$ cat config.mk
export PLATFORM = sky130hd
export DESIGN_NAME = rvx_core_div
export DESIGN_NICKNAME = d
export VERILOG_FILES = /design/src/rtl/rvx_core_div.sv
export SDC_FILE = /design/constraint.sdc
export NUM_CORES = 1
export LEC_CHECK = 0
export ABC_AREA = 1
export CORE_ASPECT_RATIO = 0.75
export CORE_MARGIN = 4
export CORE_UTILIZATION = 60
export DETAILED_ROUTE_END_ITERATION = 16
export PLACE_DENSITY = 0.78
export SKIP_CTS_REPAIR_TIMING = 1
export SYNTH_ARGS = -nofsm -noshare
export SYNTH_HDL_FRONTEND = slang
export SYNTH_SLANG_ARGS = --single-unit
$ cat constraint.sdc
create_clock -name clock -period 3.2 [get_ports clock]
set_clock_uncertainty 0.15 [all_clocks]
set_input_delay 0.32 -clock clock [delete_from_list [all_inputs] [get_ports clock]]
set_output_delay 0.32 -clock clock [all_outputs]
set_load 0.02 [all_outputs]
$ cat src/rtl/rvx_core_div.sv
// rvx_core_div: iterative radix-2^BITS_PER_CYCLE restoring divider for RV32M DIV/DIVU/REM/REMU.
// Build option: define RVX_DIV_EARLY_OUT_EN to send divide-by-zero and signed overflow straight to DONE.
module rvx_core_div #(
  parameter int BITS_PER_CYCLE = 1
) (
  input  logic        clock,
  input  logic        reset_n,
  input  logic        div_start_s2,
  input  logic        div_kill_s2,
  input  logic [2:0]  funct3_s2,
  input  logic [31:0] rs1_data_s2,
  input  logic [31:0] rs2_data_s2,
  output logic        div_busy_s2,
  output logic        div_done_s2,
  output logic [31:0] div_output_s2,
  output logic [1:0]  div_state_dbg
);

  localparam int         ITER = 32 / BITS_PER_CYCLE;
  localparam logic [4:0] LAST = 5'(ITER - 1);

  typedef enum logic [1:0] {
    S_IDLE = 2'd0,
    S_CALC = 2'd1,
    S_DONE = 2'd2
  } state_t;

  state_t      state_q, state_d;
  logic [4:0]  count_q;
  logic [31:0] dvd_q;      // dividend bits still to shift in; fills with quotient bits
  logic [31:0] dvs_q;
  logic [32:0] rem_q;
  logic        is_rem_q, neg_q_q, neg_r_q;
  logic [31:0] out_q;

  logic        is_signed, accept;
  logic [31:0] abs1, abs2;
  logic [31:0] dvd_n;
  logic [32:0] rem_n;
  logic [33:0] diff;
  logic [31:0] quo_fix, rem_fix, result;

  // Handshake: start is taken only in IDLE with kill low; busy covers the op through its
  // done cycle; done pulses for one cycle with the result on div_output_s2.
  assign is_signed = funct3_s2[2] & ~funct3_s2[0];
  assign accept    = (state_q == S_IDLE) & div_start_s2 & ~div_kill_s2;
  assign abs1      = (is_signed & rs1_data_s2[31]) ? 32'd0 - rs1_data_s2 : rs1_data_s2;
  assign abs2      = (is_signed & rs2_data_s2[31]) ? 32'd0 - rs2_data_s2 : rs2_data_s2;

`ifdef RVX_DIV_EARLY_OUT_EN
  logic div_zero, signed_ovf, early_out;
  assign div_zero   = (rs2_data_s2 == 32'd0);
  assign signed_ovf = is_signed & (rs1_data_s2 == 32'h8000_0000) & (rs2_data_s2 == 32'hFFFF_FFFF);
  assign early_out  = div_zero | signed_ovf;
`endif

  always_comb begin
    state_d = state_q;
    case (state_q)
      S_IDLE: begin
        if (accept) begin
`ifdef RVX_DIV_EARLY_OUT_EN
          state_d = early_out ? S_DONE : S_CALC;
`else
          state_d = S_CALC;
`endif
        end
      end
      S_CALC:  if (count_q == LAST) state_d = S_DONE;
      S_DONE:  state_d = S_IDLE;
      default: state_d = S_IDLE;
    endcase
    if (div_kill_s2) state_d = S_IDLE;
  end

  always_ff @(posedge clock or negedge reset_n) begin
    if (!reset_n) state_q <= S_IDLE;
    else          state_q <= state_d;
  end

  // Restoring steps; the 34-bit difference exposes the borrow without truncating 2^31.
  always_comb begin
    rem_n = rem_q;
    dvd_n = dvd_q;
    diff  = '0;
    for (int i = 0; i < BITS_PER_CYCLE; i++) begin
      diff  = {rem_n, dvd_n[31]} - {2'b00, dvs_q};
      rem_n = diff[33] ? {rem_n[31:0], dvd_n[31]} : diff[32:0];
      dvd_n = {dvd_n[30:0], ~diff[33]};
    end
  end

  assign quo_fix = neg_q_q ? 32'd0 - dvd_q : dvd_q;
  assign rem_fix = neg_r_q ? 32'd0 - rem_q[31:0] : rem_q[31:0];
  assign result  = is_rem_q ? rem_fix : quo_fix;

  always_ff @(posedge clock or negedge reset_n) begin
    if (!reset_n) begin
      count_q  <= '0;
      dvd_q    <= '0;
      dvs_q    <= '0;
      rem_q    <= '0;
      is_rem_q <= 1'b0;
      neg_q_q  <= 1'b0;
      neg_r_q  <= 1'b0;
      out_q    <= '0;
    end else begin
      if (accept) begin
        is_rem_q <= funct3_s2[2] & funct3_s2[1];
        // A zero divisor keeps its all-ones quotient unsigned-looking.
        neg_q_q  <= is_signed & (rs1_data_s2[31] ^ rs2_data_s2[31]) & (rs2_data_s2 != 32'd0);
        neg_r_q  <= is_signed & rs1_data_s2[31];
        dvs_q    <= abs2;
        count_q  <= '0;
`ifdef RVX_DIV_EARLY_OUT_EN
        if (div_zero) begin
          dvd_q <= 32'hFFFF_FFFF;
          rem_q <= {1'b0, abs1};
        end else if (signed_ovf) begin
          dvd_q <= 32'h8000_0000;
          rem_q <= '0;
        end else begin
          dvd_q <= abs1;
          rem_q <= '0;
        end
`else
        dvd_q <= abs1;
        rem_q <= '0;
`endif
      end else if ((state_q == S_CALC) && !div_kill_s2) begin
        dvd_q   <= dvd_n;
        rem_q   <= rem_n;
        count_q <= count_q + 5'd1;
      end
      if ((state_q == S_DONE) && !div_kill_s2) out_q <= result;
    end
  end

  assign div_busy_s2   = (state_q != S_IDLE);
  assign div_done_s2   = (state_q == S_DONE) & ~div_kill_s2;
  assign div_output_s2 = div_done_s2 ? result : out_q;
  assign div_state_dbg = state_q;

endmodule
==> impl_metrics.json <==
{
  "grt_pass1_wl_mm": 63.9,
  "postSynth.topFlopCell": "sky130_fd_sc_hd__dfrtp_1",
  "holdWs_ps": 325,
  "fin_nets": 2196,
  "async_reset_ff_share_pct": 100,
  "first_global_vias": 12254,
  "die-height_um": 134,
  "timing_max_transition_violations_final": 0,
  "irDropWorstVdd_v": 0.000573,
  "worst_setup_hold_path_clk_slew_ps": 60,
  "route.detailed.wl_per_inst_um": 17.2,
  "num_rows": 45,
  "tritoncts_num_sinks": 139,
  "mappedNetlistArea_mm2": 0.0126,
  "gp_congestion": 0.981,
  "place.detailed.hpwl_mm": 31.6,
  "cts_root_buffer": "sky130_fd_sc_hd__clkbuf_16",
  "ios": 107,
  "path_class": "reg2out",
  "timing.critical_path.from_type": "register",
  "viasPerCell": 5.82,
  "core-area_mm2": 0.0205,
  "slew_headroom_pct": 37.0,
  "post_syn_area_per_cell_um2": 6.32,
  "share_of_post_route_cells_with_drive_strength_above_1_pct": 9.39,
  "start_util_pct": 61.7,
  "netlist-cell-type-count": 52,
  "setup_violations": 0,
  "number_of_flops_mapped_to_enable_cells_by_yosys": 0,
  "postRouteWirelength_mm": 40.9,
  "postSynthRegisterBits": 139,
  "tightest_slew_ps": 945,
  "p_leak_nw": 7.61,
  "finalNonFillerCells": 2381,
  "grt_remaining_overflow": 0,
  "placement.setup.worst_slack_ps": 48.0,
  "drt-initial-drc-count": 1718,
  "yosysWarnings": 0,
  "worst_skew_pair.late_latency_ps": 450,
  "tritoncts.num_buffers": 17,
  "run_status": "completed",
  "fmax_mhz": 322,
  "timing.setup.tns_ps": 0,
  "yosysTopAreaCell": "sky130_fd_sc_hd__dfrtp_1",
  "grt.total_usage_pct": 34.0,
  "hp-start": "out_q[19]$_DFFE_PN0P_",
  "area_growth_pct": 15.7,
  "grt_antenna_before_repair": 0,
  "setup_slack_after_layout_ps": 96.1,
  "route.detailed.drc": 0,
  "cp-startpoint": "dvd_q[8]$_DFFE_PN0P_",
  "worst-path-max-fanout": 6,
  "worst-endpoint-arrival_ps": 2630,
  "finalHoldViolCount": 0,
  "pin_count_of_the_biggest_net_entering_global_routing": 97,
  "insertedDiodeCount": 0,
  "htree_num_levels": 4,
  "die_width_um": 176,
  "synth.top_cell.area_share_pct": 27.5,
  "finish.utilization_pct": 71.4,
  "hold_path.class": "reg2reg",
  "drv.max_cap_violation_count": 0,
  "end_kind": "output port",
  "synth_cells": 2001,
  "crit-reg2reg-launch": "rem_q[5]$_DFFE_PN0P_",
  "top_post_synthesis_cells_by_area": "sky130_fd_sc_hd__dfrtp_1 28%, sky130_fd_sc_hd__nand2_1 19%, sky130_fd_sc_hd__inv_1 8.2%, sky130_fd_sc_hd__nand3_1 7.3%, sky130_fd_sc_hd__nor2_1 5.6%",
  "ctsLongestPathBuffers": 2,
  "route.antenna.remaining_nets": 0,
  "mappedNetlistNets": 2111,
  "buffer_ports.inserted": 106,
  "first_pass_iters": 6,
  "worst_ep_required_time_ps": 2730,
  "power_per_cell_area_mw_per_mm2": 902,
  "post-place-cells": 2346,
  "floorplan.die_area_mm2": 0.0235,
  "synth-seq-area-share_pct": 27.5,
  "post-route-min-period_ps": 3100,
  "tritoncts_clock_tree": "built",
  "num_vias": 13867,
  "fillers": 1759,
  "layout_worst_path_cycle_share_pct": 97.0
}
final cells by class:
type / instances / area [um2] / share of cell area [%]
Tap cell: 282 / 353 / 2.41
Inverter: 290 / 1090 / 7.44
Multi-Input combinational cell: 1506 / 7840 / 53.6
Sequential cell: 139 / 3480 / 23.8
Timing Repair Buffer: 132 / 1300 / 8.87
Clock buffer: 18 / 429 / 2.93
Clock inverter: 14 / 148 / 1.01
Yosys cell counts, types with 5 or more instances:
library cell,instances
sky130_fd_sc_hd__nand2_1,632
sky130_fd_sc_hd__inv_1,275
sky130_fd_sc_hd__nor2_1,187
sky130_fd_sc_hd__nand3_1,185
sky130_fd_sc_hd__dfrtp_1,139
sky130_fd_sc_hd__o21ai_0,106
sky130_fd_sc_hd__a21oi_1,66
sky130_fd_sc_hd__nand3_2,60
sky130_fd_sc_hd__clkbuf_1,38
sky130_fd_sc_hd__ha_1,38
sky130_fd_sc_hd__xor2_1,23
sky130_fd_sc_hd__a31oi_1,22
sky130_fd_sc_hd__nor3_1,22
sky130_fd_sc_hd__nand3b_1,20
sky130_fd_sc_hd__xnor2_1,20
sky130_fd_sc_hd__nand4_1,19
sky130_fd_sc_hd__o221ai_1,19
sky130_fd_sc_hd__inv_2,13
sky130_fd_sc_hd__buf_6,12
sky130_fd_sc_hd__o211ai_1,12
sky130_fd_sc_hd__buf_2,8
sky130_fd_sc_hd__nor2_2,7
sky130_fd_sc_hd__o22ai_1,6
sky130_fd_sc_hd__or2_2,6
sky130_fd_sc_hd__and2_1,5
sky130_fd_sc_hd__buf_1,5
sky130_fd_sc_hd__nand2_2,5
sky130_fd_sc_hd__o21ai_1,5
cell usage in the layout (no fill, tap or decap), drive strengths merged, types with 2 or more instances in the layout:
cell / synthesis / final
a21oi: 67 / 67
a22o: 2 / 2
a31oi: 22 / 22
and2: 5 / 5
and3: 2 / 2
buf: 28 / 28
bufinv: 0 / 2
clkbuf: 38 / 25
clkdlybuf4s50: 0 / 79
clkinv: 2 / 8
clkinvlp: 0 / 5
dfrtp: 139 / 139
dlymetal6s2s: 0 / 17
ha: 38 / 38
inv: 288 / 289
nand2: 643 / 643
nand3: 247 / 247
nand3b: 20 / 20
nand4: 20 / 20
nor2: 197 / 197
nor3: 24 / 24
nor4: 4 / 4
o211ai: 12 / 12
o21a: 3 / 3
o21ai: 113 / 113
o21bai: 4 / 4
o221ai: 19 / 19
o22ai: 6 / 6
o31ai: 3 / 3
or2: 8 / 8
xnor2: 20 / 20
xor2: 23 / 23
sequential cells by signal, indices dropped and copies added, names as in the netlist:
name / cells
rem_q: 33
div_state_dbg: 2
neg_r_q: 1
is_rem_q: 1
dvs_q: 32
neg_q_q: 1
count_q: 5
out_q: 32
dvd_q: 32
through the flow:
stage	power [mW]	instance area (um2)
2_1_floorplan	8.98	12600
3_3_place_gp	10.7	13900
5_1_grt	14.2	14600
4_1_cts	12.9	14500
6_report	13.2	14600
3_5_place_dp	10.8	13900
path summary, 6_finish.rpt:
path / to / slack (ps) / depth (start not counted)
worst max-delay path: div_output_s2[27] / 100 / 14
worst min-delay path: out_q[19]$_DFFE_PN0P_ / 320 / 2
worst max register to register: dvd_q[0]$_DFFE_PN0P_ / 340 / 13
worst min register to register: out_q[19]$_DFFE_PN0P_ / 320 / 2
max in group asynchronous: dvs_q[16]$_DFFE_PN0P_ / 1680 / 3
min in group asynchronous: rem_q[32]$_DFFE_PN0P_ / 390 / 2
report_power, final:
part           switching [mW]  total (mW)  internal (mW)
combinational            5.66        8.49           2.84
sequential              0.561        2.74           2.18
clock                   0.826        1.97           1.14
cell families after synthesis:
family,count (synthesis),share of synthesized area (%)
AND/OR/NAND/NOR,1170,42.5
buffers and inverters,356,11.5
AO/OA/AOI/OAI,254,11.5
flip-flops,139,27.5
XOR/XNOR,43,2.98
adder cells (fa/ha/maj),39,3.92
critical path: stages (launching register included):
cell and delay (ps):
sky130_fd_sc_hd__dfrtp_1 480, sky130_fd_sc_hd__nor2_2 220, sky130_fd_sc_hd__nand2_1 80, sky130_fd_sc_hd__nor2_1 210, sky130_fd_sc_hd__nand2_1 190, sky130_fd_sc_hd__inv_1 140, sky130_fd_sc_hd__nand4_1 130, sky130_fd_sc_hd__nand2_2 140
sky130_fd_sc_hd__nand2_1 60, sky130_fd_sc_hd__nand2_1 60, sky130_fd_sc_hd__nand3_1 70, sky130_fd_sc_hd__nand2_1 100, sky130_fd_sc_hd__nand2_1 70, sky130_fd_sc_hd__nand2_1 80, sky130_fd_sc_hd__clkbuf_2 170
layer usage:
| layer | up-vias | wire length (um) | share of wire [%] | global-route usage [%] |
|---|---|---|---|---|
| met1 | 6442 | 18200 | 45 | 50.9 |
| met4 | 0 | 863 | 2.1 | 8.40 |
| met3 | 72 | 4520 | 11 | 8.57 |
| li1 | 6609 | - | - | - |
| met5 | - | 0 | 0 | 0 |
| met2 | 744 | 17300 | 42 | 49.3 |
Note: power is estimated with default switching activity, not from simulation.
